`src/rtl/morse_pkg.sv`:
```
// Shared constants, FSM state and result type for the Morse receive path.
package morse_pkg;

  localparam logic [2:0] LTR_S = 3'd0;
  localparam logic [2:0] LTR_T = 3'd1;
  localparam logic [2:0] LTR_U = 3'd2;
  localparam logic [2:0] LTR_V = 3'd3;
  localparam logic [2:0] LTR_W = 3'd4;
  localparam logic [2:0] LTR_X = 3'd5;
  localparam logic [2:0] LTR_Y = 3'd6;
  localparam logic [2:0] LTR_Z = 3'd7;

  localparam int DASH_MIN_UNITS   = 2;
  localparam int MARK_MAX_UNITS   = 3;
  localparam int LETTER_GAP_UNITS = 3;
  localparam int MAX_SYMBOLS      = 4;

  typedef enum logic [1:0] {IDLE, MARK, GAP, EMIT} state_t;

  typedef struct packed {
    logic       valid;
    logic       err;
    logic [2:0] code;
  } letter_t;

endpackage

```
`src/rtl/morse_unit_timer.sv`:
```
// Free-running Morse unit strobe: one-cycle tick every UNIT_CYCLES clocks.
module morse_unit_timer #(
  parameter int UNIT_CYCLES = 25000000
) (
  input  logic clock_50,
  input  logic reset,
  output logic tick
);

  localparam int CW = $clog2(UNIT_CYCLES);

  logic [CW-1:0] count;

  always_ff @(posedge clock_50 or posedge reset) begin
    if (reset)              count <= CW'(UNIT_CYCLES - 1);
    else if (count == '0)   count <= CW'(UNIT_CYCLES - 1);
    else                    count <= count - CW'(1);
  end

  assign tick = (count == '0);

endmodule

```
`src/rtl/morse_decoder.sv`:
```
// Samples a keyed Morse line once per unit and decodes letters S..Z to a 3-bit code.
module morse_decoder
  import morse_pkg::*;
#(
  parameter int UNIT_CYCLES = 25000000
) (
  input  logic       clock_50,
  input  logic       reset,
  input  logic       key_in,
  output logic       letter_valid,
  output logic [2:0] letter_code,
  output logic       letter_err,
  output logic       busy
);

  logic key_meta, key_s, tick;

  always_ff @(posedge clock_50 or posedge reset) begin
    if (reset) begin
      key_meta <= 1'b0;
      key_s    <= 1'b0;
    end else begin
      key_meta <= key_in;
      key_s    <= key_meta;
    end
  end

  morse_unit_timer #(.UNIT_CYCLES(UNIT_CYCLES)) u_timer (
    .clock_50 (clock_50),
    .reset    (reset),
    .tick     (tick)
  );

  state_t     state, state_nxt;
  logic [3:0] sym_bits;
  logic [2:0] sym_cnt;
  logic [2:0] mark_run;
  logic [1:0] gap_run;
  logic       err;
  letter_t    res, res_nxt;
  logic [2:0] lut_code;
  logic       lut_hit;

  always_ff @(posedge clock_50 or posedge reset) begin
    if (reset) state <= IDLE;
    else       state <= state_nxt;
  end

  always_comb begin
    state_nxt = state;
    case (state)
      IDLE: if (tick && key_s) state_nxt = MARK;
      MARK: if (tick && !key_s) state_nxt = GAP;
      GAP: if (tick) begin
        if (key_s)                                   state_nxt = MARK;
        else if (gap_run == 2'(LETTER_GAP_UNITS-1))  state_nxt = EMIT;
      end
      EMIT:    state_nxt = IDLE;
      default: state_nxt = IDLE;
    endcase
  end

  // Symbol assembly; a mark is classified when the first space sample arrives.
  always_ff @(posedge clock_50 or posedge reset) begin
    if (reset) begin
      sym_bits <= '0;
      sym_cnt  <= '0;
      mark_run <= '0;
      gap_run  <= '0;
      err      <= 1'b0;
    end else begin
      case (state)
        IDLE: if (tick && key_s) mark_run <= 3'd1;
        MARK: if (tick) begin
          if (key_s) begin
            if (mark_run != 3'(MARK_MAX_UNITS+1)) mark_run <= mark_run + 3'd1;
          end else begin
            gap_run <= 2'd1;
            if (mark_run > 3'(MARK_MAX_UNITS) || sym_cnt == 3'(MAX_SYMBOLS)) err <= 1'b1;
            if (sym_cnt != 3'(MAX_SYMBOLS)) begin
              sym_bits <= {sym_bits[2:0], (mark_run >= 3'(DASH_MIN_UNITS))};
              sym_cnt  <= sym_cnt + 3'd1;
            end
          end
        end
        GAP: if (tick) begin
          if (key_s) begin
            mark_run <= 3'd1;
            gap_run  <= 2'd0;
          end else begin
            gap_run  <= gap_run + 2'd1;
          end
        end
        EMIT: begin
          sym_bits <= '0;
          sym_cnt  <= '0;
          mark_run <= '0;
          gap_run  <= '0;
          err      <= 1'b0;
        end
        default: ;
      endcase
    end
  end

  always_comb begin
    lut_hit  = 1'b1;
    lut_code = LTR_S;
    case ({sym_cnt, sym_bits})
      {3'd3, 4'b0000}: lut_code = LTR_S;
      {3'd1, 4'b0001}: lut_code = LTR_T;
      {3'd3, 4'b0001}: lut_code = LTR_U;
      {3'd4, 4'b0001}: lut_code = LTR_V;
      {3'd3, 4'b0011}: lut_code = LTR_W;
      {3'd4, 4'b1001}: lut_code = LTR_X;
      {3'd4, 4'b1011}: lut_code = LTR_Y;
      {3'd4, 4'b1100}: lut_code = LTR_Z;
      default:         lut_hit  = 1'b0;
    endcase
  end

  // Result is registered on the GAP->EMIT edge so it is visible during EMIT.
  always_comb begin
    res_nxt = '0;
    if (state == GAP && state_nxt == EMIT) begin
      res_nxt.valid = 1'b1;
      res_nxt.err   = err || !lut_hit;
      res_nxt.code  = res_nxt.err ? LTR_S : lut_code;
    end
  end

  always_ff @(posedge clock_50 or posedge reset) begin
    if (reset) res <= '0;
    else       res <= res_nxt;
  end

  assign letter_valid = res.valid;
  assign letter_code  = res.code;
  assign letter_err   = res.err;
  assign busy         = (state != IDLE);

endmodule

```
`config.mk`:
```
export PLATFORM = sky130hd
export DESIGN_NAME = morse_decoder
export DESIGN_NICKNAME = d
export VERILOG_FILES = /design/src/rtl/morse_pkg.sv /design/src/rtl/morse_unit_timer.sv /design/src/rtl/morse_decoder.sv
export SDC_FILE = /design/constraint.sdc
export NUM_CORES = 1
export LEC_CHECK = 0
export ABC_AREA = 1
export BUFFER_PORTS_ARGS = -buffer_cell sky130_fd_sc_hd__buf_4
export CORE_MARGIN = 10
export CORE_UTILIZATION = 53
export CTS_CLUSTER_SIZE = 12
export DETAILED_ROUTE_END_ITERATION = 8
export GPL_TIMING_DRIVEN = 0
export PLACE_DENSITY = 0.72
export SLEW_MARGIN = 10
export SYNTH_ARGS = -nofsm -noshare
export SYNTH_HDL_FRONTEND = slang
export SYNTH_SLANG_ARGS = --single-unit
```
`constraint.sdc`:
```
create_clock -name clock_50 -period 2.2 [get_ports clock_50]
set_input_delay 0.11 -clock clock_50 [delete_from_list [all_inputs] [get_ports clock_50]]
set_output_delay 0.11 -clock clock_50 [all_outputs]
set_load 0.03 [all_outputs]
```
# ---- Word-level counts from Yosys, hierarchy flattened
# Index checks and enable logic that the tools add are counted.
dict set report totals {
  reg_bits 47
  word_cells 95
  in_bits 3
  output_inout_bits 6
}
dict set report classes {
  n_addsub 4
  magnitude_cmp 2
  mux 35
  reduce_logical 17
  n_eq_ne 25
}
# operator n
set op_table {}
lappend op_table {{3-bit two-way mux} 10}
lappend op_table {{7-bit == test, second input constant} 4}
lappend op_table {{25-bit zero test} 1}
lappend op_table {{25-bit two-way mux} 1}
lappend op_table {{25-bit by 1-bit subtractor with 25-bit output, second input constant} 1}
lappend op_table {{7-bit by 6-bit == test with 1-bit output, second input constant} 3}
lappend op_table {{3-bit one-hot mux with 7 select lines} 1}
lappend op_table {{2-bit two-way mux} 9}
lappend op_table {{2-bit inequality test, second input constant} 9}
lappend op_table {{4-bit two-way mux} 3}
lappend op_table {{3-bit one-hot mux with 4 select lines} 1}
lappend op_table {{4-bit AND reduction} 3}
lappend op_table {{2-bit == test, second input constant} 4}
lappend op_table {{2-bit one-hot mux with 4 select lines} 1}
lappend op_table {{4-bit one-hot mux with 2 select lines} 1}
lappend op_table {{8-bit OR reduction} 1}
lappend op_table {{7-bit by 5-bit == test with 1-bit output, second input constant} 1}
lappend op_table {{3-bit by 1-bit adder with 3-bit output, second input constant} 2}
lappend op_table {{3-bit inequality test, second input constant} 2}
lappend op_table {{2-bit one-hot mux with 3 select lines} 1}
lappend op_table {{3-bit one-hot mux with 2 select lines} 1}
lappend op_table {{6-bit AND reduction} 1}
lappend op_table {{5-bit two-way mux} 1}
lappend op_table {{1-bit two-way mux} 4}
lappend op_table {{12 further kinds} 17}

# ---- Depth between registers and ports, before layout
# Gate-level depths: netlist of the first run.
dict set report logic_depth {
  ltp_word 8
  ltp_mapped 12
  depth_no_buf 12
}

# ---- By module
# Synthesis of the first run repeated with hierarchy kept, for this count alone.
dict set report hier_totals {
  cells_unflattened 342
  hier_area_um2 2663.8
}
# mod seq_area_each_um2 cells_each area_per_inst_um2 n_inst
set by_module_without_submodules {}
lappend by_module_without_submodules {morse_unit_timer 646.9 190 1461.4 1}
lappend by_module_without_submodules {morse_decoder 550.5 152 1202.4 1}

# ---- Least setup slack after synthesis of the first run
# OpenSTA, ideal clock, no wires.
dict set report synth_timing {
  path_kind {register -> register}
  startpoint {reg u_timer.count[0]}
  endpoint {reg res, in the netlist letter_code[2]}
  synth_period_minus_slack_ps 1651
  setup_ps 86
  required_ps 2114
  path_buffers 0
  slack_ps 549
  arrival_ps 1565
  path_stages_with_launch 12
  cell_sequence {dfstp_2 -> inv_1 -> ha_1 -> nand2_1 -> nor2_1 -> nand2_1 -> nor2_4 -> nand2_4 -> inv_1 -> nand2_1 -> nand3_2 -> nor3_1}
}
# element line
set synth_rtl {}
lappend synth_rtl {{start, declared} morse_unit_timer.sv:12} ;# logic [CW-1:0] count;
lappend synth_rtl {{start signal, assigned} morse_unit_timer.sv:15} ;# if (reset) count <= CW'(UNIT_CYCLES - 1);
lappend synth_rtl {{start signal, assigned} morse_unit_timer.sv:16} ;# else if (count == '0) count <= CW'(UNIT_CYCLES - 1);
lappend synth_rtl {{start signal, assigned} morse_unit_timer.sv:17} ;# else count <= count - CW'(1);
lappend synth_rtl {{end signal, assigned} morse_decoder.sv:134} ;# else res <= res_nxt;
lappend synth_rtl {{end, declared} morse_decoder.sv:40} ;# letter_t res, res_nxt;

==> results.py, run 1 <==
metrics = {
    "sta": {
        "period_share_pct": 88.2,
        "worst_pin_slew_ps": 492,
        "setup_violations": 0,
        "slew_headroom_pct": 67.2,
        "fin_crit_ps": 1940,
        "rsz0062_at_grt": "false",
        "layout_setup_ws_ps": 260,
        "finalMaxSlewViolations": 0,
        "fmaxAchievable_mhz": 515,
        "fin_skew_ps": 8.12,
        "hold_viol": 0,
        "setup_tns_ps": 0,
    },
    "setup_path": {
        "rr_startpoint": "u_timer.count[0]",
        "critical_path_class": "reg2reg",
        "path_buf_inv": 2,
        "cp_cell_sequence": "inv_1, ha_1, nand2_1, nor2_1, nand2_1, nor2_4, nand2_4, inv_1, nand2_1, nand3_2, nor3_1",
        "worst-r2r-cell-count": 11,
        "cpMostUsedCell": "nand2_1",
        "crit_slowest_cell": "dfstp_2",
        "critical_path.max_fanout": 8,
        "timing.rr.end": "letter_code[1]",
        "endpoint": "letter_code[1]",
        "crit_path_start_kind": "flip-flop",
        "cp-end-kind": "flip-flop",
        "cp.arrival_ps": 2160,
        "rrSetupSlack_ps": 260,
        "cpLargestDelayFamily": "simple AND/OR/NAND/NOR gates",
        "required_ps": 2420,
        "setup.worst_path.start": "u_timer.count[0]",
        "crit_cells": 11,
        "critPathMaxStageDelay_ps": 530,
    },
    "synth": {
        "synth_cells": 330,
        "synth.distinct_cells": 29,
        "ys_ff_latch": 47,
        "ys_warn_count": 0,
        "syn_avg_cell_area_um2": 8.03,
        "syn_nets": 343,
        "ys_seq_area_share_pct": 45.2,
        "netlist_area_um2": 2650,
    },
    "flow_run": {
        "cap_violations": 0,
    },
    "die": {
        "pin_count": 9,
        "initial_utilization_pct": 55.4,
        "core_area_um2": 4790,
        "dieArea_um2": 8230,
        "die_x_um": 90.7,
        "die_h_um": 90.7,
        "rows": 25,
    },
    "cells_and_area": {
        "syn2layout_area_growth_pct": 10.8,
        "multi_input_area_um2": 1230,
        "fillerInstances": 436,
        "final_cell_mix": "58 x nand2_1, 54 x inv_1, 45 x nor2_1",
        "n_antenna_cell": 0,
        "regArea_um2": 1200,
        "final_common_cell": "nand2_1",
        "final_util_pct": 61.4,
        "nets": 361,
        "drive_above_1_share_pct": 16.0,
    },
    "drt": {
        "routed_wl_um": 4940,
        "vias_per_cell": 5.01,
        "dr.first_iter.drc_count": 73,
        "antenna_left": 0,
        "vias": 2085,
        "wl_per_cell_um": 11.9,
        "drt_pass1_iterations": 4,
        "drc": 0,
    },
    "clock_tree": {
        "clockBufferDepth": 2,
        "root_buffer": "clkbuf_8",
        "clock-sinks": 47,
        "cts.htree.levels": 2,
        "cts_setup_buffers": 0,
        "clk_pin_slew_worst_paths_ps": 80,
        "cts_made_buffers": 5,
        "cts_tree": "built",
        "clk_latency_ps": 300,
    },
    "pwr": {
        "powerDensity_nw_per_um2": 501,
        "vdd_drop_max_mv": 0.430,
        "p_leak_nw": 1.51,
    },
    "status": {
        "status": "finished clean",
    },
    "place": {
        "place_congestion": 0.870,
        "port_buffers": 8,
        "hpwl_um": 3850,
        "pre_cts_ws_ps": 266,
    },
    "hold_path": {
        "holdCritPathClass": "reg2reg",
    },
    "global_routing": {
        "track_usage_pct": 13.2,
        "grt_pass1_vias": 2144,
        "grt_start_max_net_pins": 27,
        "grt_remaining_overflow": 0,
        "antenna_found_initial": 0,
        "grt_pass1_wl_um": 9250,
    },
}
## metal layers
| layer | wire length, um | vias up | track usage, % |
|---|---|---|---|
| met5 | 0 | - | 0 |
| met4 | 37 | 0 | 3.98 |
| met3 | 99 | 4 | 2.74 |
| met2 | 2450 | 16 | 23.0 |
| met1 | 2350 | 976 | 15.7 |
| li1 | - | 1089 | - |
## repair_timing
action / CTS / global route
resized for setup: 0 / 0
endpoints found under the hold margin: 18 / 0
hold buffers: 2 / 0
## logic make-up after synthesis
logic type               after synthesis  synth area share (%)
adder cells (fa/ha/maj)               10                  4.72
AND/OR/NAND/NOR                      166                  30.5
AO/OA/AOI/OAI                         40                  8.16
flip-flops                            47                  45.2
buffers and inverters                 58                  8.45
XOR/XNOR                               9                  2.97
## state kept, by name (all words and copies together), names as in the netlist, 2 cells and up
| register | count |
|---|---|
| state | 2 |
| letter_code | 3 |
| gap_run | 2 |
| sym_bits | 4 |
| mark_run | 3 |
| sym_cnt | 3 |
| u_timer.count | 25 |
## how the worst min path moves through the flow
stage / startpoint / end / cells after the start
finish: key_meta / key_s / 0
CTS: key_meta / key_s / 0
floorplan: key_in / key_meta / 0
global route: key_meta / key_s / 0
global placement: key_in / key_meta / 1
detailed placement: reset / letter_valid / 2
## layout make-up
type / count / share of cell area, %
well taps: 67 / 2.85
multi-input cells: 225 / 41.9
inverters: 56 / 7.24
repair buffers: 11 / 3.41
clock buffers: 8 / 3.45
plain buffers: 2 / 0.383
flip-flops and latches: 47 / 40.8
## power by group
group          leakage, nW  switching [mW]  internal [mW]
combinational        0.870          0.0197        0.00879
clock               0.0506           0.280          0.295
sequential           0.593         0.00211          0.867
## per-stage QoR
stage | power (mW) | cells | instance area, um2 | hold slack (ps)
2_1_floorplan | 0.899 | 330 | 2650 | 141
3_3_place_gp | 0.907 | 405 | 2800 | 219
5_1_grt | 1.54 | 416 | 2940 | 358
6_report | 1.47 | 416 | 2940 | 356
4_1_cts | 1.50 | 416 | 2940 | 357
3_5_place_dp | 0.912 | 406 | 2820 | 169
## synthesized netlist by cell type
| cell type | number | area [um2] |
|---|---|---|
| o211ai_1 | 1 | 7.51 |
| o21ai_1 | 3 | 15.0 |
| inv_4 | 1 | 6.26 |
| a21oi_1 | 13 | 65.1 |
| nand4_1 | 5 | 31.3 |
| clkbuf_1 | 1 | 3.75 |
| o31ai_1 | 2 | 15.0 |
| buf_4 | 1 | 7.51 |
| nor2_8 | 2 | 40.0 |
| nor2_4 | 2 | 22.5 |
| nor2_1 | 45 | 169 |
| nor2_2 | 6 | 37.5 |
| nand3_1 | 25 | 125 |
| o21ai_2 | 2 | 17.5 |
| ha_1 | 10 | 125 |
| dfrtp_1 | 30 | 751 |
| nor3_1 | 13 | 65.1 |
| a31oi_1 | 1 | 6.26 |
| nand4_4 | 1 | 21.3 |
| nand2_4 | 4 | 45.0 |
| nand2_2 | 3 | 18.8 |
| inv_1 | 55 | 206 |
| o21ai_0 | 18 | 90.1 |
| dfstp_2 | 17 | 447 |
| nand3_2 | 1 | 10.0 |
| nand2_1 | 58 | 218 |
| nor4_1 | 1 | 6.26 |
| xnor2_1 | 1 | 8.76 |
| xor2_1 | 8 | 70.1 |
No activity file was read; power rests on OpenSTA's default activity.
==> run 2, diff against run 1 <==
==> constraint.sdc (replaced) <==
create_clock -name clock_50 -period 2.2 [get_ports clock_50]
set_input_delay 0.55 -clock clock_50 [delete_from_list [all_inputs] [get_ports clock_50]]
set_output_delay 0.55 -clock clock_50 [all_outputs]
set_load 0.03 [all_outputs]
==> results.py, run 2 (synthesized netlist as in run 1, its figures left out) <==
metrics = {
    "setup_path": {
        "rrSetupSlack_ps": 260,
        "cp.arrival_ps": 2160,
        "critical_path_class": "reg2reg",
        "rr_startpoint": "u_timer.count[0]",
        "worst-r2r-cell-count": 11,
        "cp_cell_sequence": "inv_1, ha_1, nand2_1, nor2_1, nand2_1, nor2_4, nand2_4, inv_1, nand2_1, nand3_2, nor3_1",
        "timing.rr.end": "letter_code[1]",
        "critPathMaxStageDelay_ps": 530,
        "cpLargestDelayFamily": "simple AND/OR/NAND/NOR gates",
        "cp-end-kind": "flip-flop",
        "required_ps": 2420,
        "path_buf_inv": 2,
        "cpMostUsedCell": "nand2_1",
        "crit_slowest_cell": "dfstp_2",
        "crit_path_start_kind": "flip-flop",
        "critical_path.max_fanout": 8,
    },
    "cells_and_area": {
        "final_cell_mix": "58 x nand2_1, 54 x inv_1, 45 x nor2_1",
        "top_regs": "u_timer.count x25, sym_bits x4",
        "largest_reg_flops": 25,
        "drive_above_1_share_pct": 16.1,
        "syn2layout_area_growth_pct": 10.0,
        "design_area_um2": 2920,
        "largest_register": "u_timer.count",
        "n_antenna_cell": 0,
        "nets": 359,
        "final_common_cell": "nand2_1",
        "final_util_pct": 60.9,
    },
    "die": {
        "initial_utilization_pct": 55.4,
        "die_h_um": 90.7,
        "dieArea_um2": 8230,
        "rows": 25,
        "core_area_um2": 4790,
        "die_x_um": 90.7,
        "pin_count": 9,
    },
    "pwr": {
        "p_leak_nw": 1.50,
        "powerDensity_nw_per_um2": 504,
        "vdd_drop_max_mv": 0.430,
        "finalPower_mw": 1.47,
    },
    "drt": {
        "vias_per_cell": 5.04,
        "drc": 0,
        "wl_per_cell_um": 11.9,
        "routed_wl_um": 4930,
        "drt_pass1_iterations": 4,
        "antenna_left": 0,
        "vias": 2087,
        "dr.first_iter.drc_count": 63,
    },
    "sta": {
        "hold_viol": 0,
        "period_share_pct": 88.2,
        "fmaxAchievable_mhz": 515,
        "worst_pin_slew_ps": 492,
        "fin_skew_ps": 8.10,
        "finalMaxSlewViolations": 0,
        "setup_tns_ps": 0,
        "fin_crit_ps": 1940,
        "rsz0062_at_grt": "false",
        "setup_violations": 0,
        "slew_headroom_pct": 67.2,
    },
    "status": {
        "status": "finished clean",
    },
    "place": {
        "hpwl_um": 3850,
        "place_congestion": 0.870,
        "post_dp_cell_area_um2": 2820,
        "port_buffers": 8,
    },
    "global_routing": {
        "track_usage_pct": 13.1,
        "met2_usage_pct": 22.9,
        "antenna_found_initial": 0,
        "grt_remaining_overflow": 0,
        "grt_start_max_net_pins": 27,
        "grt_pass1_vias": 2131,
        "grt_util_met1_pct": 15.6,
        "top_usage_layer": "met2",
        "use_met3_pct": 2.83,
        "grt_pass1_wl_um": 9210,
    },
    "flow_run": {
        "cap_violations": 0,
    },
    "clock_tree": {
        "cts.htree.levels": 2,
        "clockBufferDepth": 2,
        "cts_hold_buf": 0,
        "clock-sinks": 47,
        "root_buffer": "clkbuf_8",
        "clk_pin_slew_worst_paths_ps": 90,
        "cts_resized": 0,
        "cts_setup_buffers": 0,
        "clk_latency_ps": 300,
        "cts_made_buffers": 5,
        "cts_tree": "built",
    },
    "hold_path": {
        "holdCritPathClass": "in2async",
    },
}
==> run 2: cell types whose count changed in the layout (fill, tap and decap cells not counted) <==
cell           before  now
dlygate4sd3_1       2    0
==> run 2: worst reg2reg max path: cells and delay by family, from the launching register on <==
kind	cells	cell delay (ps)
adders and majority gates	1	250
buffers and inverters	2	160
DFF	1	530
and+or+nand+nor	8	910
==> run 2: routing by layer <==
metal,vias to the layer above,share of wire [%]
met2,15,50
met3,4,2.0
li1,1085,-
met5,-,0
met4,0,0.75
met1,983,48
==> run 2: area by class of cell <==
| cell class | instances | area (um2) |
|---|---|---|
| Fill cell | 438 | 1870 |
| Multi-Input combinational cell | 225 | 1230 |
| Sequential cell | 47 | 1200 |
| Inverter | 56 | 213 |
| Clock buffer | 8 | 101 |
| Tap cell | 67 | 83.8 |
| Timing Repair Buffer | 9 | 80.1 |
| Buffer | 2 | 11.3 |
==> run 2: through the flow <==
stage / setup slack (ps) / hold WS, ps / cells
6_report: 259 / 275 / 414
5_1_grt: 54.1 / 290 / 414
4_1_cts: 241 / 274 / 414
3_5_place_dp: 266 / 338 / 406
3_3_place_gp: -64.0 / 333 / 405
2_1_floorplan: 549 / 331 / 330
==> run 2: power breakdown <==
group	leakage (nW)	internal [mW]	switching [mW]
logic	0.861	0.00649	0.0193
clock network	0.0506	0.295	0.280
registers	0.593	0.867	0.00211
==> run 2: worst max path at each step <==
stage / start / end / slack (ps) / cells past startpoint
3_5_place_dp: u_timer.count[0] / letter_code[1] / 270 / 11
2_1_floorplan: u_timer.count[0] / letter_code[2] / 550 / 11
4_1_cts: u_timer.count[0] / letter_code[1] / 240 / 11
5_1_grt: u_timer.count[0] / gap_run[1] / 50 / 11
3_3_place_gp: reset / key_meta / -60 / 2
6_report: u_timer.count[0] / letter_code[1] / 260 / 11
==> run 3, diff against run 2 <==
PLACE_DENSITY = 0.7   (was 0.72)
==> results.py, run 3 (synthesized netlist as in run 1, its figures left out) <==
metrics = {
    "drt": {
        "vias": 2058,
        "drc": 0,
        "wl_per_cell_um": 11.6,
        "antenna_left": 0,
        "drt_pass1_iterations": 4,
        "dr.first_iter.drc_count": 106,
        "routed_wl_um": 4800,
        "vias_per_cell": 4.97,
    },
    "cells_and_area": {
        "top_regs": "u_timer.count x25, sym_bits x4",
        "final_common_cell": "nand2_1",
        "n_antenna_cell": 0,
        "syn2layout_area_growth_pct": 10.9,
        "instances_no_fill": 414,
        "largest_register": "u_timer.count",
        "multi_input_area_um2": 1230,
        "regArea_um2": 1200,
        "final_util_pct": 61.4,
        "design_area_um2": 2940,
        "fillerInstances": 452,
        "nets": 359,
        "largest_reg_flops": 25,
        "final_cell_mix": "58 x nand2_1, 54 x inv_1, 45 x nor2_1",
        "drive_above_1_share_pct": 16.7,
    },
    "sta": {
        "slew_headroom_pct": 64.5,
        "fin_skew_ps": 7.13,
        "setup_tns_ps": 0,
        "fmaxAchievable_mhz": 522,
        "hold_slack_ps": 294,
        "setup_violations": 0,
        "finalMaxSlewViolations": 0,
        "worst_pin_slew_ps": 531,
        "rsz0062_at_grt": "false",
        "period_share_pct": 87.0,
        "hold_viol": 0,
        "fin_crit_ps": 1910,
    },
    "flow_run": {
        "cap_violations": 0,
    },
    "setup_path": {
        "required_ps": 2410,
        "crit_path_start_kind": "flip-flop",
        "cp.arrival_ps": 2130,
        "cp-end-kind": "flip-flop",
        "critical_path.max_fanout": 8,
        "critical_path_class": "reg2reg",
    },
    "hold_path": {
        "holdCritPathClass": "in2async",
    },
    "clock_tree": {
        "cts_hold_buf": 0,
        "root_buffer": "clkbuf_8",
        "cts.htree.levels": 2,
        "clk_latency_ps": 290,
        "cts_setup_buffers": 0,
        "cts_resized": 0,
        "clockBufferDepth": 2,
        "cts_tree": "built",
        "cts_made_buffers": 5,
        "clk_pin_slew_worst_paths_ps": 90,
        "clock-sinks": 47,
    },
    "die": {
        "die_h_um": 90.7,
        "pin_count": 9,
        "dieArea_um2": 8230,
        "initial_utilization_pct": 55.4,
        "rows": 25,
        "core_area_um2": 4790,
        "die_x_um": 90.7,
    },
    "global_routing": {
        "track_usage_pct": 12.5,
        "grt_pass1_wl_um": 8740,
        "antenna_found_initial": 0,
        "grt_pass1_vias": 1989,
        "grt_remaining_overflow": 0,
        "grt_start_max_net_pins": 25,
    },
    "pwr": {
        "vdd_drop_max_mv": 0.303,
        "powerDensity_nw_per_um2": 525,
        "p_leak_nw": 1.52,
    },
    "place": {
        "place_congestion": 0.845,
        "port_buffers": 8,
        "place_inst": 406,
        "hpwl_um": 3730,
        "post_dp_cell_area_um2": 2820,
    },
    "status": {
        "status": "finished clean",
    },
}
-- run 3: worst max-delay path, cell delays in order, from the launching register on --
cell	delay [ps]
dfstp_2	530
inv_1	50
ha_1	250
nand2_1	90
nor2_1	40
nand2_1	170
nor2_4	80
nand2_4	140
inv_1	110
nand2_1	80
nand3_2	120
nor3_1	170
-- run 3: power breakdown --
group          internal, mW  leakage [nW]  switching (mW)
registers             0.867         0.593         0.00213
logic               0.00790         0.865          0.0189
clock network         0.368        0.0612           0.279
-- run 3: per-layer routing --
layer	up-vias	GRT usage (%)	wire length (um)
met2	24	21.8	2320
met4	0	3.58	54
met1	948	14.8	2280
li1	1080	-	-
met5	-	0	0
met3	6	2.83	132
-- run 3: final cells by class --
type,instances,area share (%)
clock inverters,2,1.19
well taps,67,2.85
repair buffers,9,2.98
inverters,56,7.23
clock buffers,6,2.81
flip-flops and latches,47,40.7
plain buffers,2,0.383
multi-input cells,225,41.8
-- run 3: final timing paths --
kind	start	endpoint	slack, ps	cells after the start
min in group clock_50	key_meta	key_s	350	0
worst max register to register	u_timer.count[0]	letter_code[1]	290	11
worst max-delay path	u_timer.count[0]	letter_code[1]	290	11
worst min-delay path	reset	u_timer.count[17]	290	2
max in group asynchronous	reset	u_timer.count[0]	1330	3
worst min register to register	key_meta	key_s	350	0
-- run 3: through the flow --
| stage | setup slack [ps] | power, mW |
|---|---|---|
| global placement | -86.7 | 0.907 |
| floorplan | 549 | 0.899 |
| global route | 91.0 | 1.61 |
| finish | 285 | 1.54 |
| CTS | 278 | 1.56 |
| detailed placement | 289 | 0.914 |
